$ cat src/rtl/capi_cmd_gate_pkg.sv
// Shared types and constants for the CAPI command issue gate.
// Holds the gate's state encoding and the sticky error bit positions.
package capi_cmd_gate_pkg;

  typedef enum logic {
    ST_INIT = 1'b0,
    ST_RUN  = 1'b1
  } state_t;

  localparam int ERR_BAD_TAG   = 0;
  localparam int ERR_CRED_OVF  = 1;
  localparam int ERR_INIT_BUSY = 2;
  localparam int ERR_W         = 3;

endpackage

$ cat src/rtl/capi_tag_freelist.sv
// Free list of PSL tags: a 2**tag_width deep FIFO with simultaneous push/pop.
// The head entry is visible on pop_tag whenever the list is not empty.
module capi_tag_freelist #(
  parameter int tag_width = 6
) (
  input  logic                 clk,
  input  logic                 reset,
  input  logic                 push,
  input  logic [tag_width-1:0] push_tag,
  input  logic                 pop,
  output logic [tag_width-1:0] pop_tag,
  output logic                 empty,
  output logic                 full
);

  localparam int ntags = 2**tag_width;

  logic [tag_width-1:0] mem [ntags];
  logic [tag_width-1:0] rd_ptr;
  logic [tag_width-1:0] wr_ptr;
  logic [tag_width:0]   count;
  logic                 do_push;
  logic                 do_pop;

  assign empty   = (count == '0);
  assign full    = count[tag_width];
  assign do_pop  = pop & ~empty;
  assign do_push = push & (~full | do_pop);
  assign pop_tag = mem[rd_ptr];

  // NOTE: the storage array has no reset; only pointers and count need one,
  // since an entry is never read before it has been written.
  always_ff @(posedge clk) begin
    if (do_push) mem[wr_ptr] <= push_tag;
  end

  // Pointers wrap naturally because the depth is a power of two.
  always_ff @(posedge clk or negedge reset) begin
    if (!reset) begin
      rd_ptr <= '0;
      wr_ptr <= '0;
      count  <= '0;
    end else begin
      if (do_push) wr_ptr <= wr_ptr + tag_width'(1);
      if (do_pop)  rd_ptr <= rd_ptr + tag_width'(1);
      unique case ({do_push, do_pop})
        2'b10:   count <= count + (tag_width+1)'(1);
        2'b01:   count <= count - (tag_width+1)'(1);
        default: count <= count;
      endcase
    end
  end

endmodule

$ cat src/rtl/capi_cmd_gate.sv
// Command issue gate between the AFU arbiter and the PSL command interface:
// tag allocation from a free list, credit enforcement, and issue/response reporting.
module capi_cmd_gate
  import capi_cmd_gate_pkg::*;
#(
  parameter int tag_width  = 6,
  parameter int cred_width = 8,
  parameter int cmd_width  = 64
) (
  input  logic                  clk,
  input  logic                  reset,
  input  logic                  i_cmd_en,
  input  logic                  i_cred_init_v,
  input  logic [cred_width-1:0] i_cred_init_d,
  input  logic                  i_req_v,
  output logic                  o_req_r,
  input  logic [cmd_width-1:0]  i_req_d,
  output logic                  o_cmd_v,
  output logic [tag_width-1:0]  o_cmd_tag,
  output logic [cmd_width-1:0]  o_cmd_d,
  input  logic                  i_rsp_v,
  input  logic [tag_width-1:0]  i_rsp_tag,
  output logic                  o_rsp_v,
  output logic [tag_width-1:0]  o_rsp_tag,
  output logic                  o_cmd_sent,
  output logic                  o_rsp_rcvd,
  output logic                  o_init_done,
  output logic [ERR_W-1:0]      o_err
);

  localparam int ntags = 2**tag_width;

  state_t                state, state_nxt;
  logic [tag_width-1:0]  init_cnt;
  logic [cred_width-1:0] cred, cred_nxt, cred_max, outst_cnt;
  logic [ntags-1:0]      outst;
  logic [ERR_W-1:0]      err;

  logic                  run, accept, rsp_in, rsp_ok, rsp_bad;
  logic                  cred_load, init_busy, cred_ovf;
  logic                  fl_push, fl_empty, fl_full;
  logic [tag_width-1:0]  fl_push_tag, fl_pop_tag;

  assign run       = (state == ST_RUN);
  assign accept    = run & i_req_v & i_cmd_en & (cred != '0) & ~fl_empty;
  assign rsp_in    = run & i_rsp_v;
  assign rsp_ok    = rsp_in & outst[i_rsp_tag];
  assign rsp_bad   = rsp_in & ~outst[i_rsp_tag];
  assign cred_load = i_cred_init_v & (outst_cnt == '0);
  assign init_busy = i_cred_init_v & (outst_cnt != '0);

  assign o_req_r     = accept;
  assign o_init_done = run;
  assign o_err       = err;

  capi_tag_freelist #(.tag_width(tag_width)) u_freelist (
    .clk      (clk),
    .reset    (reset),
    .push     (fl_push),
    .push_tag (fl_push_tag),
    .pop      (accept),
    .pop_tag  (fl_pop_tag),
    .empty    (fl_empty),
    .full     (fl_full)
  );

  // NOTE: every signal driven here gets a default first, so no path can infer a latch.
  always_comb begin
    state_nxt   = state;
    fl_push     = 1'b0;
    fl_push_tag = '0;
    unique case (state)
      ST_INIT: begin
        fl_push     = 1'b1;
        fl_push_tag = init_cnt;
        if (init_cnt == '1) state_nxt = ST_RUN;
      end
      ST_RUN: begin
        fl_push     = rsp_ok & ~fl_full;
        fl_push_tag = i_rsp_tag;
      end
      default: state_nxt = ST_INIT;
    endcase
  end

  // A load replaces the count outright; otherwise issue and return cancel when simultaneous.
  always_comb begin
    cred_nxt = cred;
    cred_ovf = 1'b0;
    if (cred_load) begin
      cred_nxt = i_cred_init_d;
    end else if (accept && !rsp_ok) begin
      cred_nxt = cred - cred_width'(1);
    end else if (rsp_ok && !accept) begin
      if (cred >= cred_max) begin
        cred_ovf = 1'b1;
        cred_nxt = cred_max;
      end else begin
        cred_nxt = cred + cred_width'(1);
      end
    end
  end

  // NOTE: state registers use non-blocking assignments so every flop samples pre-edge values.
  always_ff @(posedge clk or negedge reset) begin
    if (!reset) begin
      state    <= ST_INIT;
      init_cnt <= '0;
    end else begin
      state <= state_nxt;
      if (state == ST_INIT) init_cnt <= init_cnt + tag_width'(1);
    end
  end

  always_ff @(posedge clk or negedge reset) begin
    if (!reset) begin
      cred      <= '0;
      cred_max  <= '0;
      outst_cnt <= '0;
      outst     <= '0;
      err       <= '0;
    end else begin
      cred <= cred_nxt;
      if (cred_load) cred_max <= i_cred_init_d;
      unique case ({accept, rsp_ok})
        2'b10:   outst_cnt <= outst_cnt + cred_width'(1);
        2'b01:   outst_cnt <= outst_cnt - cred_width'(1);
        default: outst_cnt <= outst_cnt;
      endcase
      // The popped tag is free, the returning one outstanding, so they never collide.
      if (accept) outst[fl_pop_tag] <= 1'b1;
      if (rsp_ok) outst[i_rsp_tag]  <= 1'b0;
      if (rsp_bad)   err[ERR_BAD_TAG]   <= 1'b1;
      if (cred_ovf)  err[ERR_CRED_OVF]  <= 1'b1;
      if (init_busy) err[ERR_INIT_BUSY] <= 1'b1;
    end
  end

  always_ff @(posedge clk or negedge reset) begin
    if (!reset) begin
      o_cmd_v    <= 1'b0;
      o_cmd_sent <= 1'b0;
      o_cmd_tag  <= '0;
      o_cmd_d    <= '0;
      o_rsp_v    <= 1'b0;
      o_rsp_rcvd <= 1'b0;
      o_rsp_tag  <= '0;
    end else begin
      o_cmd_v    <= accept;
      o_cmd_sent <= accept;
      o_rsp_v    <= rsp_in;
      o_rsp_rcvd <= rsp_in;
      if (accept) begin
        o_cmd_tag <= fl_pop_tag;
        o_cmd_d   <= i_req_d;
      end
      if (rsp_in) o_rsp_tag <= i_rsp_tag;
    end
  end

endmodule

$ cat config.mk
export PLATFORM = sky130hd
export DESIGN_NAME = capi_cmd_gate
export DESIGN_NICKNAME = d
export VERILOG_FILES = /design/src/rtl/capi_cmd_gate_pkg.sv /design/src/rtl/capi_tag_freelist.sv /design/src/rtl/capi_cmd_gate.sv
export SDC_FILE = /design/constraint.sdc
export NUM_CORES = 1
export LEC_CHECK = 0
export BUFFER_PORTS_ARGS = -buffer_cell sky130_fd_sc_hd__buf_2
export CAP_MARGIN = 20
export CORE_UTILIZATION = 40
export DETAILED_ROUTE_END_ITERATION = 10
export GPL_ROUTABILITY_DRIVEN = 1
export SYNTH_ARGS = -nofsm -noshare
export SYNTH_HDL_FRONTEND = slang
export SYNTH_HIERARCHICAL = 1
export SYNTH_SLANG_ARGS = --single-unit
$ cat constraint.sdc
create_clock -name clk -period 3.7 [get_ports clk]
set_input_delay 0.185 -clock clk [delete_from_list [all_inputs] [get_ports clk]]
set_output_delay 0.185 -clock clk [all_outputs]
set_load 0.01 [all_outputs]
Word level (Yosys, flattened, before mapping)
Memory sizes are Yosys's and may differ from the RTL's.
Cells that the tools add are included.
{"block": "totals", "regBits": 195, "ram_bits": 384, "output_inout_bits": 85, "wordCells": 94, "n_memories": 1}
{"memory": "u_freelist.mem", "words": 64, "width": 6, "rd": 1, "rd_clocked_by_memory_dff": 0, "write_ports": 1, "line_no": "capi_tag_freelist.sv:18", "rtl": "logic [tag_width-1:0] mem [ntags];"}
{"block": "op_classes", "addsub": 9, "n_lt_le_gt_ge": 5, "n_eq_ne": 5, "mux": 24, "bitwise": 20, "n_reduce_logical": 13}
{"op": "$mux W64", "count": 2}
{"op": "$and A64 B64 Y64", "count": 1}
{"op": "$not A64 Y64", "count": 1}
{"op": "$or A64 B64 Y64", "count": 1}
{"op": "$mux W8", "count": 4}
{"op": "$add A6 B1 Y6 const B", "count": 3}
{"op": "$add A8 B1 Y8 const B", "count": 2}
{"op": "$pmux W8 S2", "count": 1}
{"op": "$reduce_bool A8 Y1", "count": 2}
{"op": "$sub A8 B1 Y8 const B", "count": 2}
{"op": "$lt A6 B7 Y1 const B", "count": 2}
{"op": "$pmux W7 S2", "count": 1}
{"op": "$and A1 B1 Y1", "count": 12}
{"op": "$demux W1 S6", "count": 2}
{"op": "$ge A6 B1 Y1 const B", "count": 2}
{"op": "$pmux W6 S2", "count": 1}
{"op": "$mux W1", "count": 11}
{"op": "$ge A8 B8 Y1", "count": 1}
{"op": "$logic_not A8 Y1", "count": 1}
{"op": "$add A7 B1 Y7 const B", "count": 1}
{"op": "$logic_not A7 Y1", "count": 1}
{"op": "$sub A7 B1 Y7 const B", "count": 1}
{"op": "$bmux W1 S6", "count": 1}
{"op": "$eq A6 B6 Y1 const B", "count": 1}
{"op": "other kinds (9)", "count": 19}

Longest topological paths before layout
{"block": "depth", "depth_word": 9, "mapped_depth": 19, "depth_no_buf": 16}

Cells and area by module
The synthesis kept the hierarchy.
{"module": "capi_tag_freelist", "instances": 1, "cells_each": 880, "area_each_um2": 16146.7}
{"module": "capi_cmd_gate", "instances": 1, "cells_each": 785, "area_each_um2": 8560.7}

Worst setup path after synthesis
No wires, ideal clock.
{"block": "synth_timing", "path_type": "flip-flop to flip-flop", "from": "register cred[4]", "to": "register outst_cnt[6]", "setup_time_ns": 0.129, "t_arrival_ns": 3.611, "path_slack_ns": -0.040, "path_stages_with_launch": 17, "n_path_buf": 3, "cell_sequence": "dfrtp_1 > or4_1 > nor2_1 > a31oi_2 > inv_1 > buf_4 > buf_4 > ha_1 > clkbuf_1 > xor2_1 > ha_1 > inv_1 > o31ai_1 > a22o_1 > mux2i_1 > a31oi_1 > xor2_1"}
{"block": "synth_via", "elab_chain_len": 5}
{"element": "start, declared", "line_no": "capi_cmd_gate.sv:35", "rtl": "logic [cred_width-1:0] cred, cred_nxt, cred_max, outst_cnt;"}
{"element": "start signal, assigned", "line_no": "capi_cmd_gate.sv:123", "rtl": "cred <= cred_nxt;"}
{"element": "$reduce_bool A8 Y1 (*)", "line_no": "capi_cmd_gate.sv:45", "rtl": "assign accept = run & i_req_v & i_cmd_en & (cred != '0) & ~fl_empty;"}
{"element": "$and A1 B1 Y1 (*) (2 in a row)", "line_no": "capi_cmd_gate.sv:45"}
{"element": "net o_req_r", "line_no": "capi_cmd_gate.sv:16", "rtl": "output logic o_req_r,"}
{"element": "$eq A2 B1 Y1 / $eq A2 B2 Y1 (equally long branches)", "line_no": "capi_cmd_gate.sv:125", "rtl": "unique case ({accept, rsp_ok})"}
{"element": "$pmux W8 S2 / $reduce_bool A2 Y1 (equally long branches)"}
{"element": "end signal, assigned", "line_no": "capi_cmd_gate.sv:126", "rtl": "2'b10: outst_cnt <= outst_cnt + cred_width'(1);"}
{"element": "end signal, assigned", "line_no": "capi_cmd_gate.sv:127", "rtl": "2'b01: outst_cnt <= outst_cnt - cred_width'(1);"}
{"element": "end signal, assigned", "line_no": "capi_cmd_gate.sv:128", "rtl": "default: outst_cnt <= outst_cnt;"}
{"element": "end, declared", "line_no": "capi_cmd_gate.sv:35"}
Mark *: on every way through the listed nets, which the timed path passes. The rest lies on a longest branch.
A chain may end at the register's enable or synchronous reset.

Worst setup path in the final report
{"block": "layout_timing", "from": "register u_freelist.rd_ptr[0]", "to": "register outst[5]"}
{"block": "layout_via", "elab_chain_len": 9}
{"element": "start, declared", "line_no": "capi_tag_freelist.sv:19", "rtl": "logic [tag_width-1:0] rd_ptr;"}
{"element": "start signal, assigned", "line_no": "capi_tag_freelist.sv:45", "rtl": "if (do_pop) rd_ptr <= rd_ptr + tag_width'(1);"}
{"element": "$mem_v2 Z64 W6 (*)"}
{"element": "net fl_pop_tag[4]", "line_no": "capi_cmd_gate.sv:42", "rtl": "logic [tag_width-1:0] fl_push_tag, fl_pop_tag;"}
{"element": "$lt A6 B7 Y1 (not written as such) / $ge A6 B1 Y1 (equally long branches)", "line_no": "capi_cmd_gate.sv:131", "rtl": "if (accept) outst[fl_pop_tag] <= 1'b1;"}
{"element": "$logic_and A1 B1 Y1 (not written as such)", "line_no": "capi_cmd_gate.sv:131"}
{"element": "$mux W1 (not written as such)", "line_no": "capi_cmd_gate.sv:131"}
{"element": "$demux W1 S6 (*)", "line_no": "capi_cmd_gate.sv:131"}
{"element": "$or A64 B64 Y64 (no source line) (*)"}
{"element": "$mux W64 (*)", "line_no": "capi_cmd_gate.sv:131"}
{"element": "$and A64 B64 Y64 (no source line)"}
{"element": "$mux W64 (*)", "line_no": "capi_cmd_gate.sv:132", "rtl": "if (rsp_ok) outst[i_rsp_tag] <= 1'b0;"}
{"element": "end signal, assigned", "line_no": "capi_cmd_gate.sv:120", "rtl": "outst <= '0;"}
{"element": "end signal, assigned by index", "line_no": "capi_cmd_gate.sv:131"}
{"element": "end signal, assigned by index", "line_no": "capi_cmd_gate.sv:132"}
{"element": "end, declared", "line_no": "capi_cmd_gate.sv:36", "rtl": "logic [ntags-1:0] outst;"}
Marks and branches as above.

==> impl_metrics.tcl <==
set metrics [dict create \
    status "finished, final reports clean" \
    hold_viol 0 \
    netlist_area_um2 24700 \
    crit_start "u_freelist/rd_ptr[0]$_DFFE_PN0P_" \
    die_area_um2 62800 \
    grt_most_used_layer "met2" \
    num_vias 15900 \
    ctsRootBufferMaster "clkbuf_16" \
    die_x_um 251 \
    drc_errors 0 \
    grt_overflow 0 \
    synthAdderAreaFrac 0.0125 \
    cts_buffers 60 \
    hp-class "input port to flip-flop" \
    detail_route.first_pass.iterations 5 \
    cp-start-kind "flip-flop" \
    fin_crit_sh 0.941 \
    syn-num-nets 1773 \
    skew_ns 0.0287 \
    cts.sink_count 579 \
    worstSkewPairLatency_ns 0.62 \
    synthXorXnorAreaFrac 0.0117 \
    antenna_found_initial 0 \
    synth_edf_count 384 \
    drive_above_1_share 0.301 \
    initial_core_util 0.407 \
    r2r_setup_slack_ns 0.22 \
    rows 90 \
    synth_area_leaders "edfxtp_1 (47%), dfrtp_1 (20%), mux4_2 (7.0%)" \
    synthMuxAreaShare 0.135 \
    maxSlewHeadroom 0.336 \
    grt_util_all_layers 0.200 \
    area_growth_pct 21.6 \
    drv_cap 0 \
    utilization 0.495 \
    yosys.area_share.simple 0.0670 \
    synthCells 1665 \
    hp-start "i_cmd_en" \
    rr_worst_depth 10 \
    r2r_end "outst[5]$_DFF_PN0_" \
    core_area_um2 60700 \
    yosysSeqAreaShare 0.664 \
    yosysTopAreaCell "edfxtp_1" \
    max_freq_ghz 0.287 \
    p_per_area_nw_per_um2 441 \
    portBuffers 168 \
    globalplace.congestion 0.876 \
    synth.avg_cell_area_um2 14.8 \
    drt-total-wl_um 63300 \
    synthFlopType "edfxtp_1" \
    htreeDepth 2 \
    endpoint_kind "flip-flop" \
    cts_tree "built" \
    critPathCapture "outst[5]$_DFF_PN0_" \
    ys_types 72 \
    min_period_ns 3.48 \
    yosysTopAreaCellShare 0.467 \
    rr_startpoint "u_freelist/rd_ptr[0]$_DFFE_PN0P_" \
    leakage_uw 0.0112 \
    ant_nets 0 \
    hpwl_um 42200 \
    yosysWarnings 6 \
    n_antenna_cell 0 \
    p_total_uw 13300 \
    ioPinCount 169 \
    layout.nets 2129 \
    ys_async_sr_fraction 0.337 \
    synth_top_family_by_area "multiplexers" \
    drt-initial-drc-count 1400 \
    synth_compound_area_frac 0.0811 \
    routedWlPerCell_um 22.2 \
    grt_pass1_wl_um 96200 \
    path_class "flip-flop to flip-flop" \
    grt_setup_unrepaired "no" \
    setup_viol_count_final 0 \
    chipHeight_um 251 \
    clk_pin_slew_ns 0.06 \
    worstMarginPinSlew_ns 0.996 \
    slew_viol_final 0 \
    synth_seq_cells 579 \
    ir_drop_mv 0.393 \
    routed_via_density 5.59 \
    crit_arrival_ns 4.01 \
    grt_use_met1 0.269 \
    grt_use_met2 0.332 \
    path_max_fanout 14 \
    grt_use_met3 0.0316 \
    required_ns 4.23 \
    grt_max_degree 103 \
    clk_path_buf_depth 3 \
    grt_pass1_vias 16000 \
]
[Yosys cell counts, types with 6 or more instances]
master / n
edfxtp_1: 384
dfrtp_1: 195
nor2_1: 141
mux2_2: 93
a21oi_1: 90
a31oi_1: 79
nand2_1: 78
mux4_2: 77
clkbuf_1: 56
mux2i_1: 53
inv_1: 34
o21ai_0: 32
nand3_1: 25
buf_2: 23
ha_1: 23
xnor2_1: 22
o22ai_1: 20
nor3_1: 18
nor2b_1: 16
buf_4: 14
buf_6: 12
a21o_1: 11
xor2_1: 11
a22oi_1: 9
nor4_1: 8
o221ai_1: 8
and3_1: 7
nand3b_1: 7
o211ai_1: 7
a211o_1: 6
nor3b_1: 6
[registers in the layout, summed over array words and instances (netlist names), 7 cells and up]
register / cells
u_freelist/count: 7
u_freelist/mem: 384
cred: 8
o_cmd_d: 64
outst_cnt: 8
cred_max: 8
outst: 64
[metal layers]
| layer | vias to the layer above | wire length [um] |
|---|---|---|
| li1 | 7132 | - |
| met3 | 115 | 3930 |
| met4 | 0 | 1710 |
| met5 | - | 0 |
| met1 | 8099 | 27000 |
| met2 | 583 | 30600 |
[cells in the final DEF, fill, tap and decap left out, types with 6 or more instances in the layout]
cell             n
nor3b_1          6
a22oi_1          7
buf_2          167
inv_1           33
xor2_1          11
nand3b_1         7
clkinv_1        12
buf_12           7
clkbuf_16       62
buf_4          149
xnor2_1         22
ha_1            20
clkinv_2         8
mux2i_1         53
nor2b_1         14
clkbuf_1        11
nand3_1         25
dlygate4sd3_1   75
o211ai_1         7
o21ai_0         31
a211o_1          6
nand2_1         78
nor4_1           7
edfxtp_1       384
a21oi_1         90
dfrtp_1        193
mux2_2          93
nor3_1          16
mux4_2          77
a21o_1          10
bufinv_16        6
and3_1           7
o22ai_1         20
o221ai_1         8
a31oi_1         78
nor2_1         141
[per-stage QoR]
step | std cells | setup WS, ns | cell area [um2] | TNS (ns) | hold slack, ns
global placement | 2658 | 0.000734 | 27200 | 0 | 0.325
CTS | 2844 | 0.0830 | 29900 | 0 | 0.00326
finish | 2852 | 0.219 | 30100 | 0 | 0.0196
global route | 2852 | 0.00668 | 30100 | 0 | 0.000688
detailed placement | 2658 | -0.0219 | 27200 | -0.0900 | 0.326
floorplan | 1665 | 0.0339 | 24700 | 0 | -0.111
[what timing repair did]
| action | CTS | global route |
|---|---|---|
| cloned | 0 | 0 |
| setup buffers | 1 | 6 |
| gates resized for setup | 0 | 19 |
| endpoints found under the setup margin | 8 | 51 |
| hold buffers | 74 | 1 |
| pin swaps | 0 | 9 |
| hold endpoints to repair | 180 | 1 |
[final cells by class]
type                       instances  area [um2]
inverter                          34         128
fill                            5078       30600
timing repair buffer             401        2890
clock buffer                      73        1590
sequential                       579       16400
clock inverter                    38         373
tap                              782         978
multi-input combinational        945        7680
[where the power goes]
group          leakage [uW]  internal (uW)  switching (uW)
clock              0.000948           3490            2520
combinational       0.00444            171             207
sequential          0.00576           6860            16.0
total                0.0112          10500            2740
[critical path, cell delays in order, from the launching register on]
cell and delay, ns:
dfrtp_4 0.67, buf_4 0.30, buf_4 0.20, mux4_2 0.53, a22oi_1 0.24, nand2_1 0.13, a32o_1 0.42, nor2_1 0.17
and3_1 0.41, a21oi_1 0.14, a31oi_1 0.16
[logic make-up (layout without fill, tap and decap cells)]
| group | after synthesis | count (layout) |
|---|---|---|
| DFF | 579 | 579 |
| buffers and inverters | 141 | 546 |
| adders and majority gates | 24 | 24 |
| AOI/OAI and AO/OA | 313 | 313 |
| muxes | 225 | 225 |
| and+or+nand+nor | 350 | 350 |
| xor gates and xnor gates | 33 | 33 |
[how the worst min path moves through the flow]
stage,to,slack [ns],cells past startpoint
after floorplan,cred[0]$_DFFE_PN0P_,-0.11,0
after global placement,o_cmd_d[13]$_DFFE_PN0N_,0.33,1
after detailed placement,o_cmd_d[20]$_DFFE_PN0N_,0.33,1
after CTS,o_rsp_tag[5]$_DFFE_PN0P_,0.003,2
after global routing,o_cmd_sent$_DFF_PN0_,0.0007,3
final,o_cmd_sent$_DFF_PN0_,0.02,3
Note: power is estimated with default switching activity, not from simulation.
